<file path="src/rtl/dtt_xbar_pkg.sv">
// Shared constants and helpers for the crossbar switch and its per-output arbiters.
package dtt_xbar_pkg;

    localparam int N_IN_DEF       = 4;
    localparam int N_OUT_DEF      = 4;
    localparam int DATA_WIDTH_DEF = 32;

    // Width of an index into n items, never narrower than one bit.
    function automatic int dest_width(input int n);
        return (n <= 1) ? 1 : $clog2(n);
    endfunction

endpackage

</file>
<file path="src/rtl/dtt_rr_arbiter.sv">
// Combinational round-robin arbiter: grants the first requester found scanning
// upward from ptr, wrapping back to index 0.
module dtt_rr_arbiter
    import dtt_xbar_pkg::*;
#(
    parameter  int N  = 4,
    localparam int IW = dest_width(N)
) (
    input  logic [N-1:0]  req,
    input  logic [IW-1:0] ptr,
    output logic [N-1:0]  grant,
    output logic [IW-1:0] grant_idx,
    output logic          any_grant
);

    // Two passes give the wrap-around scan: indices at/above ptr, then below it.
    always_comb begin
        grant     = '0;
        grant_idx = '0;
        any_grant = 1'b0;
        for (int i = 0; i < N; i++) begin
            if (!any_grant && req[i] && (i >= int'(ptr))) begin
                grant[i]  = 1'b1;
                grant_idx = IW'(i);
                any_grant = 1'b1;
            end
        end
        for (int i = 0; i < N; i++) begin
            if (!any_grant && req[i] && (i < int'(ptr))) begin
                grant[i]  = 1'b1;
                grant_idx = IW'(i);
                any_grant = 1'b1;
            end
        end
    end

endmodule

</file>
<file path="src/rtl/dtt_crossbar_switch.sv">
// N_IN x N_OUT registered crossbar with an independent round-robin arbiter per
// output. No backpressure: words that lose arbitration are dropped.
module dtt_crossbar_switch
    import dtt_xbar_pkg::*;
#(
    parameter  int N_IN       = N_IN_DEF,
    parameter  int N_OUT      = N_OUT_DEF,
    parameter  int DATA_WIDTH = DATA_WIDTH_DEF,
    localparam int DEST_WIDTH = dest_width(N_OUT)
) (
    input  logic                        clk,
    input  logic                        rst_n,      // active-high despite the name
    input  logic [N_IN*DATA_WIDTH-1:0]  in_data,
    input  logic [N_IN*DEST_WIDTH-1:0]  in_dest,
    input  logic [N_IN-1:0]             in_valid,
    output logic [N_OUT*DATA_WIDTH-1:0] out_data,
    output logic [N_OUT-1:0]            out_valid
);

    localparam int PW = dest_width(N_IN);

    logic [N_IN-1:0]       req       [N_OUT];
    logic [N_IN-1:0]       grant     [N_OUT];
    logic [PW-1:0]         grant_idx [N_OUT];
    logic [PW-1:0]         ptr       [N_OUT];
    logic [N_OUT-1:0]      any_grant;
    logic [DATA_WIDTH-1:0] win_data  [N_OUT];

    // Destinations >= N_OUT match no output, so they raise no request.
    always_comb begin
        for (int j = 0; j < N_OUT; j++) begin
            for (int i = 0; i < N_IN; i++) begin
                req[j][i] = in_valid[i] &&
                            (int'(in_dest[i*DEST_WIDTH +: DEST_WIDTH]) == j);
            end
        end
    end

    for (genvar j = 0; j < N_OUT; j++) begin : g_arb
        dtt_rr_arbiter #(.N(N_IN)) u_arb (
            .req       (req[j]),
            .ptr       (ptr[j]),
            .grant     (grant[j]),
            .grant_idx (grant_idx[j]),
            .any_grant (any_grant[j])
        );
    end

    // Grants are one-hot, so an AND-OR mux selects the winning word.
    always_comb begin
        for (int j = 0; j < N_OUT; j++) begin
            win_data[j] = '0;
            for (int i = 0; i < N_IN; i++) begin
                win_data[j] = win_data[j] |
                              (in_data[i*DATA_WIDTH +: DATA_WIDTH] & {DATA_WIDTH{grant[j][i]}});
            end
        end
    end

    always_ff @(posedge clk or posedge rst_n) begin
        if (rst_n) begin
            out_valid <= '0;
            out_data  <= '0;
            for (int j = 0; j < N_OUT; j++) begin
                ptr[j] <= '0;
            end
        end else begin
            for (int j = 0; j < N_OUT; j++) begin
                out_valid[j] <= any_grant[j];
                if (any_grant[j]) begin
                    out_data[j*DATA_WIDTH +: DATA_WIDTH] <= win_data[j];
                    ptr[j] <= (grant_idx[j] == PW'(N_IN - 1)) ? '0 : grant_idx[j] + PW'(1);
                end
            end
        end
    end

endmodule

</file>
<file path="config.mk">
export PLATFORM = sky130hd
export DESIGN_NAME = dtt_crossbar_switch
export DESIGN_NICKNAME = d
export VERILOG_FILES = /design/src/rtl/dtt_xbar_pkg.sv /design/src/rtl/dtt_rr_arbiter.sv /design/src/rtl/dtt_crossbar_switch.sv
export SDC_FILE = /design/constraint.sdc
export NUM_CORES = 1
export LEC_CHECK = 0
export CAP_MARGIN = 40
export CORE_MARGIN = 2
export CORE_UTILIZATION = 55
export CTS_CLUSTER_DIAMETER = 200
export CTS_CLUSTER_SIZE = 28
export DETAILED_ROUTE_END_ITERATION = 7
export DONT_BUFFER_PORTS = 1
export PLACE_DENSITY = 0.7
export REMOVE_ABC_BUFFERS = 1
export SYNTH_ARGS = -nofsm -noshare
export SYNTH_HDL_FRONTEND = slang
export SYNTH_HIERARCHICAL = 1
export SYNTH_SLANG_ARGS = --single-unit
</file>
<file path="constraint.sdc">
create_clock -name clk -period 9.5 [get_ports clk]
set_input_delay 1.9 -clock clk [delete_from_list [all_inputs] [get_ports clk]]
set_output_delay 1.9 -clock clk [all_outputs]
set_load 0.01 [all_outputs]
</file>
-- Yosys cells after proc, flatten, opt, wreduce, memory -nomap -nowiden
Index checks and enable logic that the tools add are counted.
- register bits: 140
- input port bits: 142
- output and inout bits: 132
- word-level logic and storage cells: 253
- $add $sub $neg: 4
- order comparisons: 24
- eq/ne operators: 16
- multiplexer cells: 80
- bitwise gates (word level): 28
- reductions and logical operators: 92
- operator list (kind ; count):
    $and A32 B32 Y32 ; 16
    $or A32 B32 Y32 ; 12
    $logic_and A1 B1 Y1 ; 64
    $mux W1 ; 56
    $mux W2 ; 24
    $eq A2 B2 Y1 const B ; 12
    $logic_not A1 Y1 ; 24
    $ge A1 B2 Y1 const A ; 8
    $lt A1 B2 Y1 const A ; 8
    $add A2 B1 Y2 const B ; 4
    $eq A2 B1 Y1 const B ; 4
    $ge A2 B2 Y1 const A ; 4
    $logic_not A2 Y1 ; 4
    $lt A2 B2 Y1 const A ; 4

-- Depth between registers and ports, before layout
Gate-level depths: netlist of the first run.
- word-level depth: 30
- gate-level depth with buffers: 9
- mapped depth without buffers: 8

-- By module
Netlist of the first run, hierarchy kept.
- modules (own cells, without submodules) (module ; times used ; cells an instance ; area an instance (µm²) ; seq. area each (µm²)):
    dtt_crossbar_switch ; 1 ; 765 ; 7526.0 ; 3503.4
    dtt_rr_arbiter ; 4 ; 33 ; 222.7 ; 0.0

-- Least setup slack after synthesis of the first run
No wires, ideal clock.
- path kind: input to register
- start: input port in_dest[1]
- end: register out_data[11]
- setup time: 130 ps
- data arrival time: 3221 ps
- required time: 9370 ps
- setup slack: 6149 ps
- cell stages on the path: 6
- path buffers: 1
- cells stage by stage: nor3b_1 -> a21oi_1 -> o221a_2 -> buf_2 -> a22oi_1 -> a31oi_1
- RTL lines (element ; RTL line ; text):
    start: declaration ; dtt_crossbar_switch.sv:14 ; input logic [N_IN*DEST_WIDTH-1:0] in_dest,
    end signal: indexed assignment ; dtt_crossbar_switch.sv:71 ; out_data[j*DATA_WIDTH +: DATA_WIDTH] <= win_data[j];
    end: declaration ; dtt_crossbar_switch.sv:16 ; output logic [N_OUT*DATA_WIDTH-1:0] out_data,

==> results of run 1 <==
[layout make-up]
class | instances | area share
tap | 188 | 0.02655
clock buffer | 21 | 0.05311
multi-input combinational | 656 | 0.4734
sequential | 140 | 0.3955
timing repair buffer | 21 | 0.02486
clock inverter | 11 | 0.02387
inverter | 5 | 0.002684
[power by group]
group	total, mW	switching, mW	internal [mW]
Clock	0.777	0.264	0.513
Combinational	0.326	0.198	0.129
Sequential	0.896	0.182	0.714
[kinds of logic (layout without fill, tap and decap cells)]
group                      after synthesis  in the layout
adders and majority gates                4              4
buffers and inverters                  101             58
muxes                                   12             12
DFF                                    140            140
and+or+nand+nor                        200            200
AOI/OAI and AO/OA                      440            440
[final timing paths]
| path | start | to |
|---|---|---|
| worst max-delay path | in_dest[1] | out_data[4]$_DFFE_PP0P_ |
| worst min-delay path | out_data[44]$_DFFE_PP0P_ | out_data[44]$_DFFE_PP0P_ |
| worst max register to register | ptr[1]$_DFFE_PP0P_ | out_data[115]$_DFFE_PP0P_ |
| worst min register to register | out_data[44]$_DFFE_PP0P_ | out_data[44]$_DFFE_PP0P_ |
| max in group asynchronous | rst_n | out_data[2]$_DFFE_PP0P_ |
| min in group asynchronous | rst_n | out_data[113]$_DFFE_PP0P_ |
[cell usage in the layout, fill, tap and decap left out, types with 6 or more instances in the layout]
master     count
buf_4         16
nand2_1       12
o21a_1         8
nor2b_1        8
a31oi_1      128
mux2_1         8
nor2_1       148
and3_1         8
clkbuf_16     17
a22oi_1      256
bufinv_16      6
a21oi_1       12
dfrtp_1      140
[through the flow]
| stage | hold slack, ps | instance area [sq um] |
|---|---|---|
| after floorplan | 565.9 | 7706 |
| after global placement | 578.6 | 8077 |
| after detailed placement | 581.5 | 8172 |
| after CTS | 589.7 | 8853 |
| after global routing | 607.8 | 8859 |
| final | 588.3 | 8859 |
[layer usage]
| metal | vias to the layer above | part of all wire | wire length (um) |
|---|---|---|---|
| met4 | 0 | 0.045 | 1341 |
| li1 | 3401 | - | - |
| met1 | 3906 | 0.35 | 10610 |
| met5 | - | 0 | 0 |
| met3 | 126 | 0.13 | 3970 |
| met2 | 711 | 0.47 | 13980 |
[flip-flops by register name, summed over array words and instances (netlist names)]
| register | flops |
|---|---|
| out_valid | 4 |
| out_data | 128 |
| ptr | 8 |
[critical path, cell delays in order]
cell,delay (ps)
nor3b_1,810
and2_1,720
buf_4,380
a22oi_1,140
a31oi_1,210
==> reports/results.txt, run 1 <==
outcome: finished clean
Slew Limit Fails: 0
H-tree Lvls: 4
die width: 127.7 um
Port-buffer cells: 0
worst vdd ir: 0.0001372 V
complex-gate fraction of the synthesized area: 0.3734
gpl congestion: 0.8781
Most used DFF post-synth: dfrtp_1
drt pass-1 iters: 6
grt total ovfl: 0
min Tclk post-route: 3832 ps
Final WS setup: 5668 ps
n_diodes: 0
Starting DRT DRC Count: 1167
worst-margin pin slew: 1027 ps
latest clock arrival within the worst-skew pair: 430 ps
power density cells: 225.7 mW/mm^2
syn_area_per_cell: 9.383 sq um
hold depth: 2
Worst EP required: 9840 ps
flip-flop and latch area: 0.003503 sq mm
DR vias: 8144
initial antenna violation count: 0
fraction of layout cells with a size suffix above 1: 0.07611
Mapped Area: 0.008417 sq mm
Worst Setup End Kind: register
I/O Pins: 274
DP Wirelength: 19.66 mm
DP Worst Slack: 5250 ps
Area Overhead vs Synth: 5.248%
Hold Buf Count CTS: 0
dominant cells by area after synthesis: dfrtp_1, a22oi_1, a31oi_1
Fin. Hold Viols: 0
crit-path max FO: 18
EDFF count, synth: 0
area of the core: 0.01509 sq mm
largest net degree at the start of global routing: 71
setup TNS: 0 ps
filler cell count: 1286
Routed WL: 29.90 mm
Cells after Synth: 897
cell accounting for the most synthesized area: dfrtp_1
RSZ-0062 raised after global routing: false
Max Cap Viol: 0
residual DRC count: 0
post_cts resized: 0
total CTS buffers: 17
WL/cell: 28.70 um
DIE HEIGHT: 127.7 um
largest family of logic cells by synthesized area: compound AO/OA/AOI/OAI gates
vias per cell: 7.816
Seq/Total Area, Yosys: 0.4162
Longest Clk Path Bufs: 2
relative slew slack: 0.3140
Synth Area in Adders: 0.005946
Yosys reg bits: 140
HP Class: reg -> reg
root buffer cell: clkbuf_16
# setup viols final: 0
post-synthesis mux area share: 0.01546
total leakage power: 3.242 nW
most frequent cell after synthesis: a22oi_1
Setup CP Type: in -> reg
Multi-input gate area: 0.004194 sq mm
gr busiest metal: met2
Worst EP arrival: 4170 ps
CTS tree: built
fin cells: 1042
Yosys Warn Count: 6
Final period util: 0.4033
XOR/XNOR Fraction of Synth Area: 0
num rows: 45
Final ANT Viol Nets: 0
met1 GRT Util: 0.4371
Finished Core Util: 0.5871
library cells used by synthesis: 32
Tot Pwr: 1.999 mW
clock skew: 7.579 ps
simple logic cell fraction of the synthesized area: 0.1023
Post-synth top cells: a22oi_1, nor2_1, dfrtp_1, a31oi_1, buf_2
Initial Util: 0.5578
setup bufs post-CTS: 0
Placed Cells: 1009
ys async rst share: 1.000
FF-to-FF setup slack: 7120 ps
die footprint: 0.01631 sq mm
fin nets: 987
first-pass GRT wire length: 44.95 mm
FF-to-FF path depth: 6
Reg clk slew, reported paths: 60 ps
f_max: 261.0 MHz
Total GRT Usage: 0.3574
GR Layer Usage met3: 0.1210
crit start category: primary input
top cell type's share of synthesized area: 0.4162
vias in the first global route: 7715
GR met2 Demand/Resource: 0.5681
Sink Count: 140
No activity file was read; power rests on OpenSTA's default activity.
==> inputs of run 2 (changes only) <==
Clock period 9.5 ns to 3.7 ns, I/O delays scaled along.
==> reports/results.txt, run 2 (synthesis gave the netlist of run 1 again) <==
crit start category: primary input
Largest regs: out_data: 128 flops, ptr: 8 flops, out_valid: 4 flops
Port-buffer cells: 0 (unchanged)
fraction of layout cells with a size suffix above 1: 0.08469 (+0.008574)
drt pass-1 iters: 6 (unchanged)
CP peak stage delay: 720 ps (-90 ps)
f_max: 381.6 MHz
vias in the first global route: 8042 (+4.2%)
Finished Core Util: 0.5838 (-0.003234)
Final period util: 0.7083
Routed WL: 30.85 mm (+3.2%)
clock skew: 5.894 ps (-1.685 ps)
Hold Buf Count CTS: 0 (unchanged)
setup TNS: 0 ps (unchanged)
max reg flops: 128 (unchanged)
FF-to-FF path depth: 6 (unchanged)
DR vias: 8306 (+2.0%)
setup bufs post-CTS: 0 (unchanged)
total leakage power: 3.218 nW (-0.75%)
Worst Setup End Kind: register
largest net degree at the start of global routing: 87 (+23%)
Tot Pwr: 4.744 mW (+140%)
outcome: finished clean
HP Class: in -> async
final instance area: 0.008810 sq mm (-0.55%)
crit-path max FO: 18 (unchanged)
DP Wirelength: 20.35 mm (+3.5%)
Slew Limit Fails: 0 (unchanged)
cell mode on critical path: and3_1
filler cell count: 1281 (-0.39%)
Total GRT Usage: 0.3690 (+0.01157)
Worst EP arrival: 2950 ps (-1220 ps)
Area Overhead vs Synth: 4.668%
Sink Count: 140 (unchanged)
I/O Pins: 274 (unchanged)
total CTS buffers: 17 (unchanged)
most frequent cells in the layout: a22oi_1, nor2_1, dfrtp_1
Crit. path cell count: 7 (+2)
Reg clk slew, reported paths: 60 ps (about the same)
Fin. Hold Viols: 0 (unchanged)
WL/cell: 29.38 um (+2.4%)
Final WS setup: 1079 ps (-4589 ps)
commonest non-fill, non-tap cell in the layout: a22oi_1
min Tclk post-route: 2621 ps
WP buf/inv: 1 (unchanged)
fin nets: 995 (+0.81%)
RSZ-0062 raised after global routing: false
Longest Clk Path Bufs: 2 (unchanged)
Final ANT Viol Nets: 0 (unchanged)
grt total ovfl: 0 (unchanged)
latest clock arrival within the worst-skew pair: 430 ps (about the same)
DIE HEIGHT: 127.7 um (unchanged)
die width: 127.7 um (unchanged)
gpl congestion: 0.8899 (+1.3%)
residual DRC count: 0 (unchanged)
Max Cap Viol: 0 (unchanged)
first-pass GRT wire length: 46.54 mm (+3.5%)
post_cts resized: 0 (unchanged)
worst vdd ir: 0.0003720 V (+170%)
CTS tree: built
Setup CP Type: in -> reg
area of the core: 0.01509 sq mm (unchanged)
DP Worst Slack: 760.4 ps (-4490 ps)
num rows: 45 (unchanged)
n_diodes: 0 (unchanged)
relative slew slack: 0.3443 (+0.03033)
root buffer cell: clkbuf_16
power density cells: 538.5 mW/mm^2 (+140%)
die footprint: 0.01631 sq mm (unchanged)
worst-margin pin slew: 983.6 ps (-43.27 ps)
Starting DRT DRC Count: 1286 (+10%)
Largest delay share family, worst path: simple AND/OR/NAND/NOR gates
# setup viols final: 0 (unchanged)
initial antenna violation count: 0 (unchanged)
Crit-path slowest cell: and3_1
Initial Util: 0.5578 (unchanged)
crit-path cells: and3_1, nor2b_1, o21ai_0, and3_1, buf_4, a22oi_1, a31oi_1
DP Area: 0.008274 sq mm (+1.3%)
register with the most flip-flops: out_data
Worst EP required: 4030 ps (-5810 ps)
vias per cell: 7.910 (+1.2%)
H-tree Lvls: 4 (unchanged)
[run 2: cell types whose count changed in the layout (fill, tap and decap cells not counted), moves of 2 or more]
cell,before,now
buf_8,0,3
clkinvlp_4,1,4
clkbuf_8,3,1
buf_4,16,21
clkinv_2,3,5
bufinv_16,6,0
inv_6,2,4
[run 2: report_power, final]
part / internal [mW] / leakage (nW) / switching, mW
clock network: 0.877 / 0.258 / 0.705
registers: 1.83 / 1.67 / 0.464
logic: 0.344 / 1.29 / 0.521
[run 2: final timing paths]
check | startpoint | to | slack, ps
worst max-delay path | in_valid[2] | out_data[115]$_DFFE_PP0P_ | 1080
worst min-delay path | rst_n | out_data[124]$_DFFE_PP0P_ | 220
worst max register to register | ptr[0]$_DFFE_PP0P_ | out_data[115]$_DFFE_PP0P_ | 1250
worst min register to register | out_data[12]$_DFFE_PP0P_ | out_data[12]$_DFFE_PP0P_ | 590
max in group asynchronous | rst_n | out_data[17]$_DFFE_PP0P_ | 2630
min in group clk | in_data[104] | out_data[104]$_DFFE_PP0P_ | 540
[run 2: worst register-to-register path: cells and delay by family (launching register included)]
| kind | cells | cell delay [ps] |
|---|---|---|
| compound gates | 3 | 560 |
| flops | 1 | 560 |
| buf+inv | 1 | 410 |
| simple gates | 2 | 820 |
[run 2: area by class of cell]
class | instances | area, sq um | area share
repair buffers | 29 | 317.8 | 0.03607
inverters | 5 | 23.77 | 0.002698
multi-input cells | 656 | 4194 | 0.4761
clock inverters | 13 | 92.59 | 0.01051
well taps | 188 | 235.2 | 0.02670
flip-flops and latches | 140 | 3503 | 0.3977
clock buffers | 19 | 442.9 | 0.05028
[run 2: metal layers]
layer / track usage / wire, um / vias up
li1: - / - / 3427
met1: 0.4443 / 10780 / 4016
met2: 0.5750 / 14240 / 718
met3: 0.1394 / 4325 / 145
met4: 0.1991 / 1508 / 0
met5: 0 / 0 / -
[run 2: per-stage QoR]
stage / cells / hold WS (ps)
after floorplan: 801 / 565.9
after global placement: 1012 / 577.6
after detailed placement: 1018 / 583.1
after CTS: 1050 / 241.3
after global routing: 1050 / 253.1
final: 1050 / 216.7
==> inputs of run 3 (changes only) <==
Settings changed: PLACE_DENSITY 0.7 to 0.73.
Clock period 3.7 ns to 2.35 ns, I/O delays scaled along.
==> reports/results.txt, run 3 (synthesis gave the netlist of run 1 again) <==
Worst EP arrival: 2480 ps (-470 ps)
total leakage power: 3.358 nW (+4.3%)
num rows: 45 (unchanged)
HP Class: in -> reg
clock skew: 10.62 ps (+4.727 ps)
FF-to-FF path depth: 5 (-1)
Largest delay share family, worst path: compound AO/OA/AOI/OAI gates
area of the core: 0.01509 sq mm (unchanged)
vias in the first global route: 8500 (+5.7%)
largest net degree at the start of global routing: 59 (-32%)
clock share of power: 0.373 (+0.039)
hold depth: 2
fraction of layout cells with a size suffix above 1: 0.09703 (+0.01235)
register with the most flip-flops: out_data
CP peak stage delay: 820 ps (+100 ps)
Final period util: 0.9112
Tot Pwr: 7.985 mW (+68%)
Longest Clk Path Bufs: 2 (unchanged)
fin nets: 1009 (+1.4%)
Largest regs: out_data: 128 flops, ptr: 8 flops, out_valid: 4 flops
Setup CP Type: reg -> reg
first-pass GRT wire length: 46.33 mm (-0.46%)
WP buf/inv: 1 (unchanged)
Hold Path End: out_data[120]$_DFFE_PP0P_
Starting DRT DRC Count: 1121 (-13%)
vias per cell: 7.865 (-0.58%)
Area Overhead vs Synth: 7.879%
n_diodes: 0 (unchanged)
Initial Util: 0.5578 (unchanged)
P_int: 5.349 mW (+75%)
root buffer cell: clkbuf_16
Total GRT Usage: 0.3665 (-0.002486)
post_cts resized: 0 (unchanged)
I/O Pins: 274 (unchanged)
filler cell count: 1292 (+0.86%)
DP Wirelength: 19.78 mm (-2.8%)
Seq pwr share: 0.451 (-0.033)
drt pass-1 iters: 8 (+2)
Fin. Hold Viols: 0 (unchanged)
fin cells: 1064 (+1.3%)
Reg clk slew, reported paths: 60 ps (about the same)
DR vias: 8368 (+0.75%)
# setup viols final: 0 (unchanged)
Final ANT Viol Nets: 0 (unchanged)
Sink Count: 140 (unchanged)
Worst Setup End Kind: register
H-tree Lvls: 4 (unchanged)
gpl congestion: 0.9112 (+2.4%)
worst-margin pin slew: 914.8 ps (-68.75 ps)
die footprint: 0.01631 sq mm (unchanged)
latest clock arrival within the worst-skew pair: 430 ps (about the same)
R2R Path Start: ptr[1]$_DFFE_PP0P_
die width: 127.7 um (unchanged)
P_sw: 2.636 mW (+56%)
f_max: 467.0 MHz
worst vdd ir: 0.0005314 V (+43%)
outcome: complete, but fails checks
FF-to-FF setup slack: 210 ps (-1040 ps)
Port-buffer cells: 0 (unchanged)
crit-path max FO: 32 (+14)
Max Cap Viol: 0 (unchanged)
crit-path cells: inv_1, a21oi_1, o221a_2, a22oi_1, a31oi_1
Worst EP required: 2680 ps (-1350 ps)
Finished Core Util: 0.6017 (+0.01791)
FF-to-FF End: out_data[112]$_DFFE_PP0P_
Placed Cells: 1031 (+1.3%)
RSZ-0062 raised after global routing: false
most frequent cells in the layout: a22oi_1, nor2_1, dfrtp_1
commonest non-fill, non-tap cell in the layout: a22oi_1
residual DRC count: 15 (+15)
Routed WL: 30.46 mm (-1.3%)
Logic pwr share: 0.176 (-0.006)
grt total ovfl: 0 (unchanged)
initial antenna violation count: 0 (unchanged)
sw frac: 0.3301 (-0.02613)
CTS tree: built
failing checks: design-rule violations
DIE HEIGHT: 127.7 um (unchanged)
relative slew slack: 0.3901 (+0.04583)
max reg flops: 128 (unchanged)
min Tclk post-route: 2141 ps
crit start category: register
WL/cell: 28.63 um (-2.6%)
Crit-path slowest cell: o221a_2
Slew Limit Fails: 0 (unchanged)
total CTS buffers: 17 (unchanged)
power density cells: 879.5 mW/mm^2 (+63%)
Hold Path Origin: in_data[88]
[run 3: cell count changes in the layout (fill, tap and decap cells not counted), sizes merged]
cell / delta
buf: +13
bufinv: +5
clkinvlp: -3
inv: -3
clkinv: +1
dlygate4sd3: +1
[run 3: worst max path at each step]
stage / from / end / slack, ps / depth (start not counted)
final: ptr[1]$_DFFE_PP0P_ / out_data[112]$_DFFE_PP0P_ / 210 / 5
after global routing: ptr[1]$_DFFE_PP0P_ / out_data[110]$_DFFE_PP0P_ / 100 / 5
after CTS: ptr[1]$_DFFE_PP0P_ / out_data[114]$_DFFE_PP0P_ / 290 / 5
after detailed placement: in_valid[2] / out_data[91]$_DFFE_PP0P_ / 90 / 8
after global placement: in_dest[5] / out_data[25]$_DFFE_PP0P_ / 160 / 8
after floorplan: rst_n / out_data[0]$_DFFE_PP0P_ / -1870 / 1
[run 3: final cells by class]
cell class | count | area (sq um) | area share
Tap cell | 188 | 235.2 | 0.02591
Multi-Input combinational cell | 656 | 4194 | 0.4619
Sequential cell | 140 | 3503 | 0.3858
Clock inverter | 13 | 215.2 | 0.02370
Clock buffer | 19 | 432.9 | 0.04768
Inverter | 5 | 23.77 | 0.002618
Timing Repair Buffer | 43 | 475.5 | 0.05236
[run 3: metal layers]
layer / up-vias / share of wire / global-route usage
met3: 170 / 0.14 / 0.1386
li1: 3449 / - / -
met2: 766 / 0.47 / 0.5832
met4: 0 / 0.048 / 0.2107
met1: 3983 / 0.34 / 0.4252
met5: - / 0 / 0
[run 3: stage by stage]
| step | hold slack (ps) | worst slack [ps] | area (sq um) | TNS, ps |
|---|---|---|---|---|
| floorplan | 565.9 | -1873 | 7706 | -272180 |
| detailed placement | 435.1 | 85.62 | 8422 | 0 |
| finish | 276.7 | 208.6 | 9080 | 0 |
| CTS | 265.6 | 286.7 | 9080 | 0 |
| global route | 272.7 | 96.32 | 9080 | 0 |
| global placement | 434.8 | 164.3 | 8402 | 0 |
[run 3: repair_timing]
item,CTS,global route
hold buffers,1,0
hold endpoints to repair,56,0
setup buffers,0,0
[run 3: power groups by stage]
stage / logic (mW) / clock network, mW / registers (mW)
after floorplan: 0.973 / 0 / 3.44
after global placement: 1.30 / 0 / 3.60
after detailed placement: 1.37 / 0 / 3.62
after CTS: 1.38 / 3.00 / 3.58
after global routing: 1.55 / 3.10 / 3.65
final: 1.41 / 2.98 / 3.60
